### config.mk
export PLATFORM = sky130hd
export DESIGN_NAME = capture_fifo_flat
export DESIGN_NICKNAME = d
export VERILOG_FILES = /design/src/rtl/la_pkg.sv /design/src/rtl/capture_fifo_if.sv /design/src/rtl/capture_fifo_ram.sv /design/src/rtl/capture_fifo.sv /design/src/flat_wrapper.sv
export SDC_FILE = /design/constraint.sdc
export NUM_CORES = 1
export LEC_CHECK = 0
export CELL_PAD_IN_SITES_DETAIL_PLACEMENT = 1
export CELL_PAD_IN_SITES_GLOBAL_PLACEMENT = 2
export CORE_ASPECT_RATIO = 0.8
export CORE_MARGIN = 10
export CORE_UTILIZATION = 35
export CTS_CLUSTER_DIAMETER = 100
export DETAILED_ROUTE_END_ITERATION = 12
export PLACE_DENSITY = 0.64
export SETUP_SLACK_MARGIN = 0.02
export SLEW_MARGIN = 15
export SYNTH_ARGS = -nofsm -noshare
export SYNTH_HDL_FRONTEND = slang
export SYNTH_SLANG_ARGS = --single-unit
export TNS_END_PERCENT = 30
### constraint.sdc
create_clock -name i_clk -period 5.03 [get_ports i_clk]
set_clock_uncertainty 0.05 [all_clocks]
set_input_delay 1.006 -clock i_clk [delete_from_list [all_inputs] [get_ports i_clk]]
set_output_delay 1.006 -clock i_clk [all_outputs]
set_load 0.01 [all_outputs]
### src/rtl/la_pkg.sv
// Shared logic-analyser definitions: sample width, capture FIFO defaults and
// the status word the host register map exposes for the capture FIFO.
package la_pkg;

    localparam int SAMPLE_W            = 32;
    localparam int CAPTURE_FIFO_DEPTH  = 16;
    localparam int CAPTURE_FIFO_AFULL  = 12;
    localparam int CAPTURE_FIFO_DROP_W = 16;

    typedef struct packed {
        logic [$clog2(CAPTURE_FIFO_DEPTH):0] count;
        logic                                afull;
        logic                                overflow;
        logic [CAPTURE_FIFO_DROP_W-1:0]      dropped;
    } capture_fifo_status_t;

endpackage

### src/rtl/capture_fifo_if.sv
// Host-facing bundle of the capture FIFO: write side from channel_input,
// FWFT read side and status outputs towards the host.
interface capture_fifo_if
    import la_pkg::*;
#(
    parameter int DATA_W = SAMPLE_W,
    parameter int DEPTH  = CAPTURE_FIFO_DEPTH,
    parameter int DROP_W = CAPTURE_FIFO_DROP_W
);
    localparam int ADDR_W = $clog2(DEPTH);

    logic              i_clear;
    logic              i_wr;
    logic [DATA_W-1:0] i_wr_data;
    logic              i_rd;
    logic              o_full;
    logic              o_almost_full;
    logic [DATA_W-1:0] o_data;
    logic              o_available;
    logic [ADDR_W:0]   o_count;
    logic              o_overflow;
    logic [DROP_W-1:0] o_dropped;

    modport master (
        output i_clear, i_wr, i_wr_data, i_rd,
        input  o_full, o_almost_full, o_data, o_available, o_count, o_overflow, o_dropped
    );

    modport slave (
        input  i_clear, i_wr, i_wr_data, i_rd,
        output o_full, o_almost_full, o_data, o_available, o_count, o_overflow, o_dropped
    );

endinterface

### src/rtl/capture_fifo_ram.sv
// Simple dual-port sample store: one write port, one registered read port,
// no reset so it maps onto block RAM.
module capture_fifo_ram #(
    parameter int DATA_W = 32,
    parameter int DEPTH  = 16,
    parameter int ADDR_W = $clog2(DEPTH)
) (
    input  logic              i_clk,
    input  logic              i_we,
    input  logic [ADDR_W-1:0] i_waddr,
    input  logic [DATA_W-1:0] i_wdata,
    input  logic [ADDR_W-1:0] i_raddr,
    output logic [DATA_W-1:0] o_rdata
);

    logic [DATA_W-1:0] r_mem [DEPTH];
    logic [DATA_W-1:0] r_rdata;

    always_ff @(posedge i_clk) begin
        if (i_we) begin
            r_mem[i_waddr] <= i_wdata;
        end
        r_rdata <= r_mem[i_raddr];
    end

    assign o_rdata = r_rdata;

endmodule

### src/rtl/capture_fifo.sv
// First-word-fall-through capture buffer with occupancy, almost-full and
// saturating drop accounting; the head word comes from RAM or a write bypass.
module capture_fifo
    import la_pkg::*;
#(
    parameter int DATA_W    = SAMPLE_W,
    parameter int DEPTH     = CAPTURE_FIFO_DEPTH,
    parameter int AFULL_LVL = CAPTURE_FIFO_AFULL,
    parameter int DROP_W    = CAPTURE_FIFO_DROP_W
) (
    input  logic           i_clk,
    input  logic           i_rst,
    capture_fifo_if.slave  bus
);

    localparam int ADDR_W = $clog2(DEPTH);

    logic [ADDR_W:0]   r_wrPtr;
    logic [ADDR_W:0]   r_rdPtr;
    logic [ADDR_W:0]   r_count;
    logic              r_full;
    logic              r_almostFull;
    logic              r_available;
    logic              r_overflow;
    logic [DROP_W-1:0] r_dropped;
    logic              r_bypSel;
    logic [DATA_W-1:0] r_bypData;

    logic              w_flush;
    logic              w_wrOk;
    logic              w_rdOk;
    logic              w_reject;
    logic              w_ptrEmpty;
    logic              w_bypass;
    logic [ADDR_W:0]   w_rdPtrInc;
    logic [ADDR_W:0]   w_nextCount;
    logic [ADDR_W-1:0] w_rdAddr;
    logic [DATA_W-1:0] w_ramData;

    assign w_flush     = i_rst | bus.i_clear;
    assign w_wrOk      = bus.i_wr & ~r_full & ~w_flush;
    assign w_rdOk      = bus.i_rd & r_available;
    assign w_reject    = bus.i_wr & r_full;
    assign w_ptrEmpty  = (r_wrPtr == r_rdPtr);
    assign w_rdPtrInc  = r_rdPtr + (ADDR_W+1)'(1);
    assign w_nextCount = r_count + (ADDR_W+1)'(w_wrOk) - (ADDR_W+1)'(w_rdOk);

    // The RAM reads the slot the head will occupy after this edge; when that
    // slot is being written on this very edge the RAM would return stale data.
    assign w_bypass = w_wrOk & (w_ptrEmpty | (w_rdOk & (w_rdPtrInc == r_wrPtr)));
    assign w_rdAddr = w_rdOk ? w_rdPtrInc[ADDR_W-1:0] : r_rdPtr[ADDR_W-1:0];

    capture_fifo_ram #(
        .DATA_W (DATA_W),
        .DEPTH  (DEPTH),
        .ADDR_W (ADDR_W)
    ) u_ram (
        .i_clk   (i_clk),
        .i_we    (w_wrOk),
        .i_waddr (r_wrPtr[ADDR_W-1:0]),
        .i_wdata (bus.i_wr_data),
        .i_raddr (w_rdAddr),
        .o_rdata (w_ramData)
    );

    // Flags follow the next count so they line up with o_count.
    always_ff @(posedge i_clk) begin
        if (w_flush) begin
            r_wrPtr      <= '0;
            r_rdPtr      <= '0;
            r_count      <= '0;
            r_full       <= 1'b0;
            r_almostFull <= 1'b0;
            r_available  <= 1'b0;
            r_overflow   <= 1'b0;
            r_dropped    <= '0;
            r_bypSel     <= 1'b1;
            r_bypData    <= '0;
        end else begin
            if (w_wrOk) begin
                r_wrPtr <= r_wrPtr + (ADDR_W+1)'(1);
            end
            if (w_rdOk) begin
                r_rdPtr <= w_rdPtrInc;
            end
            r_count      <= w_nextCount;
            r_full       <= (w_nextCount == (ADDR_W+1)'(DEPTH));
            r_almostFull <= (w_nextCount >= (ADDR_W+1)'(AFULL_LVL));
            r_available  <= (w_nextCount != '0);
            if (w_reject) begin
                r_overflow <= 1'b1;
                if (r_dropped != '1) begin
                    r_dropped <= r_dropped + DROP_W'(1);
                end
            end
            if (w_bypass) begin
                r_bypSel  <= 1'b1;
                r_bypData <= bus.i_wr_data;
            end else if (w_rdOk) begin
                r_bypSel  <= 1'b0;
            end
        end
    end

    assign bus.o_data        = r_bypSel ? r_bypData : w_ramData;
    assign bus.o_available   = r_available;
    assign bus.o_full        = r_full;
    assign bus.o_almost_full = r_almostFull;
    assign bus.o_count       = r_count;
    assign bus.o_overflow    = r_overflow;
    assign bus.o_dropped     = r_dropped;

endmodule

### src/flat_wrapper.sv
// flat-port wrapper written by rule: the top's interface ports become plain ports
module capture_fifo_flat import la_pkg::*;
#(
    parameter int DATA_W    = SAMPLE_W,
    parameter int DEPTH     = CAPTURE_FIFO_DEPTH,
    parameter int AFULL_LVL = CAPTURE_FIFO_AFULL,
    parameter int DROP_W    = CAPTURE_FIFO_DROP_W
)
  (i_clk, i_rst, bus_i_clear, bus_i_wr, bus_i_wr_data, bus_i_rd, bus_o_full, bus_o_almost_full, bus_o_data, bus_o_available, bus_o_count, bus_o_overflow, bus_o_dropped);
  capture_fifo_if #(.DATA_W(DATA_W), .DEPTH(DEPTH), .DROP_W(DROP_W)) bus_i ();
  input  logic i_clk;
  input  logic i_rst;
  input wire logic [$bits(bus_i.i_clear)-1:0] bus_i_clear;
  input wire logic [$bits(bus_i.i_wr)-1:0] bus_i_wr;
  input wire logic [$bits(bus_i.i_wr_data)-1:0] bus_i_wr_data;
  input wire logic [$bits(bus_i.i_rd)-1:0] bus_i_rd;
  output wire logic [$bits(bus_i.o_full)-1:0] bus_o_full;
  output wire logic [$bits(bus_i.o_almost_full)-1:0] bus_o_almost_full;
  output wire logic [$bits(bus_i.o_data)-1:0] bus_o_data;
  output wire logic [$bits(bus_i.o_available)-1:0] bus_o_available;
  output wire logic [$bits(bus_i.o_count)-1:0] bus_o_count;
  output wire logic [$bits(bus_i.o_overflow)-1:0] bus_o_overflow;
  output wire logic [$bits(bus_i.o_dropped)-1:0] bus_o_dropped;
  assign bus_i.i_clear = bus_i_clear;
  assign bus_i.i_wr = bus_i_wr;
  assign bus_i.i_wr_data = bus_i_wr_data;
  assign bus_i.i_rd = bus_i_rd;
  assign bus_o_full = bus_i.o_full;
  assign bus_o_almost_full = bus_i.o_almost_full;
  assign bus_o_data = bus_i.o_data;
  assign bus_o_available = bus_i.o_available;
  assign bus_o_count = bus_i.o_count;
  assign bus_o_overflow = bus_i.o_overflow;
  assign bus_o_dropped = bus_i.o_dropped;
  capture_fifo #(.DATA_W(DATA_W), .DEPTH(DEPTH), .AFULL_LVL(AFULL_LVL), .DROP_W(DROP_W)) u_core (.i_clk(i_clk), .i_rst(i_rst), .bus(bus_i));
endmodule
==> out/metrics.yaml, run 1 <==
crit_slowest_cell: "dfxtp_2"
grt_max_degree: 138
cts_hold_buf: 0
area_growth_pct: 16.9
placementRows: 88
dp_hpwl_um: 42500
synth_nets: 1813
drv_slew: 0
power.density_mw_per_mm2: 390
synth_compound_area_share_pct: 11.3
synthXorXnorAreaFrac_pct: 1.11
die_w_um: 320
grt_use_total_pct: 18.3
finalSetupViolCount: 0
synthSimpleGateAreaFrac_pct: 10.5
port-buffer-count: 93
hp-class: "reg -> reg"
crit_fanout: 23
wl_um: 77600
critPathMaxStageDelay_ns: 0.59
n_antenna_cell: 0
path_clk_slew_ns: 0.06
final_common_cell: "edfxtp_1"
path_cells: "buf_4 > mux2_2 > clkdlybuf4s50_1"
async_flop_share_pct: 0
synth_enable_flop_cells: 512
hold_viol: 0
die-area_sq_mm: 0.0834
n_fill_cell: 7222
seq_area_frac_synth_pct: 68.8
cts_resized: 0
start_util_pct: 35.2
cp-end-kind: "output port"
grt_pass1_vias: 16900
maxCapViolCount: 0
synth_ff_type: "edfxtp_1"
tightest_slew_ns: 1.09
yosys_warnings: 0
synth_adder_area_share_pct: 0.624
cts_setup_buffers: 0
cts.sinks: 612
mostFrequentLayoutCells: "512 x edfxtp_1, 193 x and3_1, 190 x a211oi_1, 99 x dfxtp_1, 93 x clkdlybuf4s50_1"
status: "finished clean"
rsz0062_at_grt: "no"
fin_crit_sh_pct: 73.9
max_freq_mhz: 269
die-height_um: 260
tritoncts: "done"
insertion_delay_ns: 0.60
drive_gt1_share_pct: 12.8
required_ns: 3.97
stdcell_area_sq_mm: 0.0295
ant_nets: 0
gp_congestion: 0.738
numCtsBuffers: 67
grt_pass1_wl_um: 114000
firstDrtPassIters: 5
synth_top_family_by_area: "compound AO/OA/AOI/OAI gates"
p_leak_nw: 9.32
cts_root_buf: "clkbuf_16"
syn_inst: 1764
antenna_found_initial: 1
avgViaCountPerCell: 5.67
placed_area_sq_mm: 0.0275
drcViolationCount: 0
arrival_ns: 2.66
synth.area.top_cells: "edfxtp_1 61%, dfxtp_1 7.9%, a211oi_1 5.6%"
critPathLaunchType: "register"
ys_ff_latch: 612
clock_path_buffers: 3
synth.distinct_cells: 65
syn_area_sq_mm: 0.0253
fin_nets: 1880
period_minus_slack_ns: 3.72
yosysTopAreaCellShare_pct: 60.9
synth.avg_cell_area_sq_um: 14.3
slew_headroom_pct: 27.5
cts_htree_levels: 3
grt.overflow.total: 0
synth.area.mux_share_pct: 4.66
yosysTopAreaCell: "edfxtp_1"
drt_iter0_drc: 1182
path_class: "reg -> out"
setup_tns_ns: 0
wl_per_cell_um: 27.5
core_area_sq_mm: 0.0718
ios: 94
peakVddDrop_mv: 0.211
vias: 16000
synthesized netlist by cell type (35+ instances only):
cell      number
nor3_1        37
dfxtp_1      100
o211ai_1      35
mux2i_1       50
clkbuf_1      87
buf_2         40
a211oi_1     190
nand3_1       40
and2_1        38
mux2_2        53
nand2_1       81
edfxtp_1     512
a32oi_1       41
nor2_1        39
and3_1       193
registers in the layout, summed over array words and instances (netlist names):
register	cells
u_core.bus.o_dropped	16
u_core.bus.o_available	1
u_core.r_bypSel	1
u_core.r_rdPtr	5
u_core.u_ram.r_mem	512
u_core.r_wrPtr	5
u_core.u_ram.o_rdata	32
u_core.bus.o_count	5
u_core.r_bypData	32
u_core.bus.o_full	1
u_core.bus.o_almost_full	1
u_core.bus.o_overflow	1
area by class of cell:
type                            count  area [sq um]  area share (%)
Tap cell                          945          1180            4.00
Clock buffer                       94          1870            6.34
Clock inverter                     26           206           0.699
Timing Repair Buffer              146          1530            5.18
Multi-Input combinational cell    990          7320            24.8
Sequential cell                   612         17400            58.8
Inverter                           14          52.6           0.178
stage by stage:
step | total power [mW] | setup WS (ns) | hold slack, ns | util [%] | instances
5_1_grt | 11.9 | 1.21 | 0.461 | 41.1 | 2827
2_1_floorplan | 6.41 | 0.671 | 0.449 | - | 1764
3_3_place_gp | 6.88 | 0.877 | 0.406 | 38.3 | 2707
6_report | 11.5 | 1.31 | 0.429 | 41.1 | 2827
4_1_cts | 11.6 | 1.26 | 0.439 | 41.1 | 2827
3_5_place_dp | 6.90 | 0.819 | 0.417 | 38.3 | 2707
power by group:
part | total, mW | internal (mW) | switching (mW) | leakage, nW
registers | 5.70 | 5.62 | 0.0811 | 5.42
clock network | 4.73 | 2.75 | 1.98 | 1.01
logic | 1.08 | 0.421 | 0.660 | 2.89
kinds of logic after synthesis:
family / after synthesis
flops: 612
simple gates: 483
compound gates: 356
buf+inv: 162
mux: 109
xor+xnor: 30
fa+ha+maj: 12
metal layers:
metal,global-route usage (%),wire (um),vias to the layer above
li1,-,-,7143
met1,26.0,37000,8376
met3,3.28,3860,115
met2,28.8,35100,395
met5,0,7,-
met4,4.62,1710,2
path summary, 6_finish.rpt:
| path | slack [ns] | start | cells after the start | end |
|---|---|---|---|---|
| setup / recovery | 1.31 | u_core.r_bypSel$_SDFFE_PP1P_ | 3 | bus_o_data[31] |
| hold reg to reg | 0.43 | u_core.bus.o_overflow$_SDFFE_PP0P_ | 2 | u_core.bus.o_overflow$_SDFFE_PP0P_ |
| setup reg to reg | 1.54 | u_core.r_rdPtr[0]$_SDFFE_PP0P_ | 7 | u_core.u_ram.o_rdata[24]$_DFF_P_ |
| hold / removal | 0.43 | u_core.bus.o_overflow$_SDFFE_PP0P_ | 2 | u_core.bus.o_overflow$_SDFFE_PP0P_ |
worst max-delay path, delay by kind of cell (launching register included):
| family | cells | cell delay [ns] |
|---|---|---|
| mux | 1 | 0.46 |
| buf+inv | 2 | 1.02 |
| flops | 1 | 0.59 |
No activity file was read; power rests on OpenSTA's default activity.
==> run 2: changes to the inputs <==
==> constraint.sdc (replaced) <==
create_clock -name i_clk -period 3.8 [get_ports i_clk]
set_clock_uncertainty 0.05 [all_clocks]
set_input_delay 0.76 -clock i_clk [delete_from_list [all_inputs] [get_ports i_clk]]
set_output_delay 0.76 -clock i_clk [all_outputs]
set_load 0.01 [all_outputs]
==> out/metrics.yaml, run 2 (synthesis gave the netlist of run 1 again) <==
status: "finished clean"  # unchanged
p_leak_nw: 9.50  # was 9.32 nW
slew_headroom_pct: 25.9  # was 27.5%
peakVddDrop_mv: 0.235  # was 0.211 mV
stdcell_area_sq_mm: 0.0299  # was 0.0295 sq mm
grt_pass1_vias: 17000  # was 16900
insertion_delay_ns: 0.61  # was 0.60 ns
cts_hold_buf: 0  # unchanged
die-height_um: 260  # unchanged
clock_path_buffers: 3  # unchanged
critPathLaunchType: "register"  # unchanged
largest_reg_flops: 512  # unchanged
ios: 94  # unchanged
cts_resized: 0  # unchanged
maxCapViolCount: 0  # unchanged
gp_congestion: 0.749  # was 0.738
fin_nets: 1899  # was 1880
ant_nets: 0  # unchanged
area_growth_pct: 18.5  # was 16.9%
arrival_ns: 2.50  # was 2.66 ns
final_common_cell: "edfxtp_1"  # unchanged
crit_fanout: 18  # was 23
avgViaCountPerCell: 5.64  # was 5.67
drt_iter0_drc: 1098  # was 1182
die-area_sq_mm: 0.0834  # unchanged
vias: 16000  # about the same
numCtsBuffers: 67  # unchanged
tightest_slew_ns: 1.11  # was 1.09 ns
hold_path_end: "u_core.bus.o_overflow$_SDFFE_PP0P_"  # unchanged
core_area_sq_mm: 0.0718  # unchanged
cts_setup_buffers: 0  # unchanged
grt.overflow.total: 0  # unchanged
cp-end-kind: "output port"  # unchanged
n_antenna_cell: 0  # unchanged
holdPathStages: 2  # unchanged
n_fill_cell: 7173  # was 7222
finalSetupViolCount: 0  # unchanged
tritoncts: "done"  # unchanged
required_ns: 2.99  # was 3.97 ns
port-buffer-count: 93  # unchanged
power_mw: 15.5  # was 11.5 mW
path_class: "reg -> out"  # unchanged
path_clk_slew_ns: 0.06  # about the same
drcViolationCount: 0  # unchanged
critPathMaxStageDelay_ns: 0.75  # was 0.59 ns
path_cells: "buf_12 > mux2_2 > clkdlybuf4s50_1"  # was buf_4 > mux2_2 > clkdlybuf4s50_1
die_w_um: 320  # unchanged
grt_use_total_pct: 18.0  # was 18.3%
reg2reg_to: "u_core.u_ram.o_rdata[19]$_DFF_P_"  # was u_core.u_ram.o_rdata[24]$_DFF_P_
reg2reg_depth: 7  # unchanged
cts.sinks: 612  # unchanged
startpoint: "u_core.r_bypSel$_SDFFE_PP1P_"  # unchanged
placed_area_sq_mm: 0.0278  # was 0.0275 sq mm
period_minus_slack_ns: 3.31
wl_per_cell_um: 26.7  # was 27.5 um
firstDrtPassIters: 5  # unchanged
hp-class: "reg -> reg"  # unchanged
grt_pass1_wl_um: 114000  # about the same
fin_crit_sh_pct: 87.0
wl_um: 75900  # was 77600 um
cts_root_buf: "clkbuf_16"  # unchanged
reg2reg_slack_ns: 0.71  # was 1.54 ns
grt_max_degree: 117  # was 138
worstHoldStart: "u_core.bus.o_overflow$_SDFFE_PP0P_"  # unchanged
placementRows: 88  # unchanged
rsz0062_at_grt: "no"  # unchanged
setup_tns_ns: 0  # unchanged
cts_htree_levels: 3  # unchanged
drive_gt1_share_pct: 13.9  # was 12.8%
mostFrequentLayoutCells: "512 x edfxtp_1, 193 x and3_1, 190 x a211oi_1, 99 x dfxtp_1, 93 x clkdlybuf4s50_1"  # unchanged
hold_viol: 0  # unchanged
max_freq_mhz: 302
dp_hpwl_um: 41800  # was 42500 um
power.density_mw_per_mm2: 519  # was 390 mW/mm^2
antenna_found_initial: 1  # unchanged
crit_family: "buffers and inverters"  # unchanged
start_util_pct: 35.2  # unchanged
crit_slowest_cell: "dfxtp_2"  # unchanged
drv_slew: 0  # unchanged
top_register: "u_core.u_ram.r_mem"  # unchanged
critPathBufInv: 2  # unchanged
r2r-start: "u_core.r_rdPtr[1]$_SDFFE_PP0P_"  # was u_core.r_rdPtr[0]$_SDFFE_PP0P_
run 2: cell count changes in the layout (fill, tap and decap cells not counted), moves of 2 or more:
cell and change:
clkbuf_1 -2, bufinv_16 +3, nor3_2 -2, clkinvlp_4 -2
clkinv_1 -3, inv_6 +2, clkbuf_8 +4, buf_12 +12
buf_4 +7, nor3_4 +2
run 2: power breakdown:
group	switching [mW]	internal, mW
clock network	2.62	3.88
registers	0.117	7.44
logic	0.875	0.601
total	3.61	11.9
run 2: worst max-delay path by stage:
stage	to	slack [ns]	depth (start not counted)
floorplan	u_core.u_ram.r_mem[1][0]$_DFFE_PP_	-0.28	4
global placement	u_core.u_ram.o_rdata[17]$_DFF_P_	0.34	7
detailed placement	u_core.r_bypData[18]$_SDFFE_PP0P_	0.25	7
CTS	bus_o_data[12]	0.44	3
global route	bus_o_data[12]	0.38	3
finish	bus_o_data[12]	0.49	3
run 2: area by class of cell:
class	count	area, sq um	share of cell area (%)
clock buffer	95	1890	6.33
multi-input combinational	990	7330	24.5
inverter	14	52.6	0.176
sequential	612	17400	58.1
timing repair buffer	165	1820	6.09
tap	945	1180	3.95
clock inverter	25	272	0.907
run 2: worst reg2reg max path, stage by stage (launching register included):
cell      delay (ns)
dfxtp_1         0.59
ha_1            0.47
xnor2_4         0.28
o22a_2          0.33
buf_12          0.30
a211oi_1        0.13
nor4_1          0.59
mux2_2          0.28
run 2: metrics by stage:
| step | hold slack [ns] | util (%) | setup WS [ns] | std cells |
|---|---|---|---|---|
| 5_1_grt | 0.496 | 41.7 | 0.379 | 2846 |
| 6_report | 0.462 | 41.7 | 0.493 | 2846 |
| 3_5_place_dp | 0.448 | 38.7 | 0.252 | 2726 |
| 3_3_place_gp | 0.409 | 38.7 | 0.337 | 2726 |
| 2_1_floorplan | 0.449 | - | -0.281 | 1764 |
| 4_1_cts | 0.468 | 41.7 | 0.437 | 2846 |
run 2: per-layer routing:
metal	GRT usage (%)	routed length, um
met4	4.40	1530
met5	0	17
met2	28.7	34600
met1	25.4	36500
met3	3.19	3220
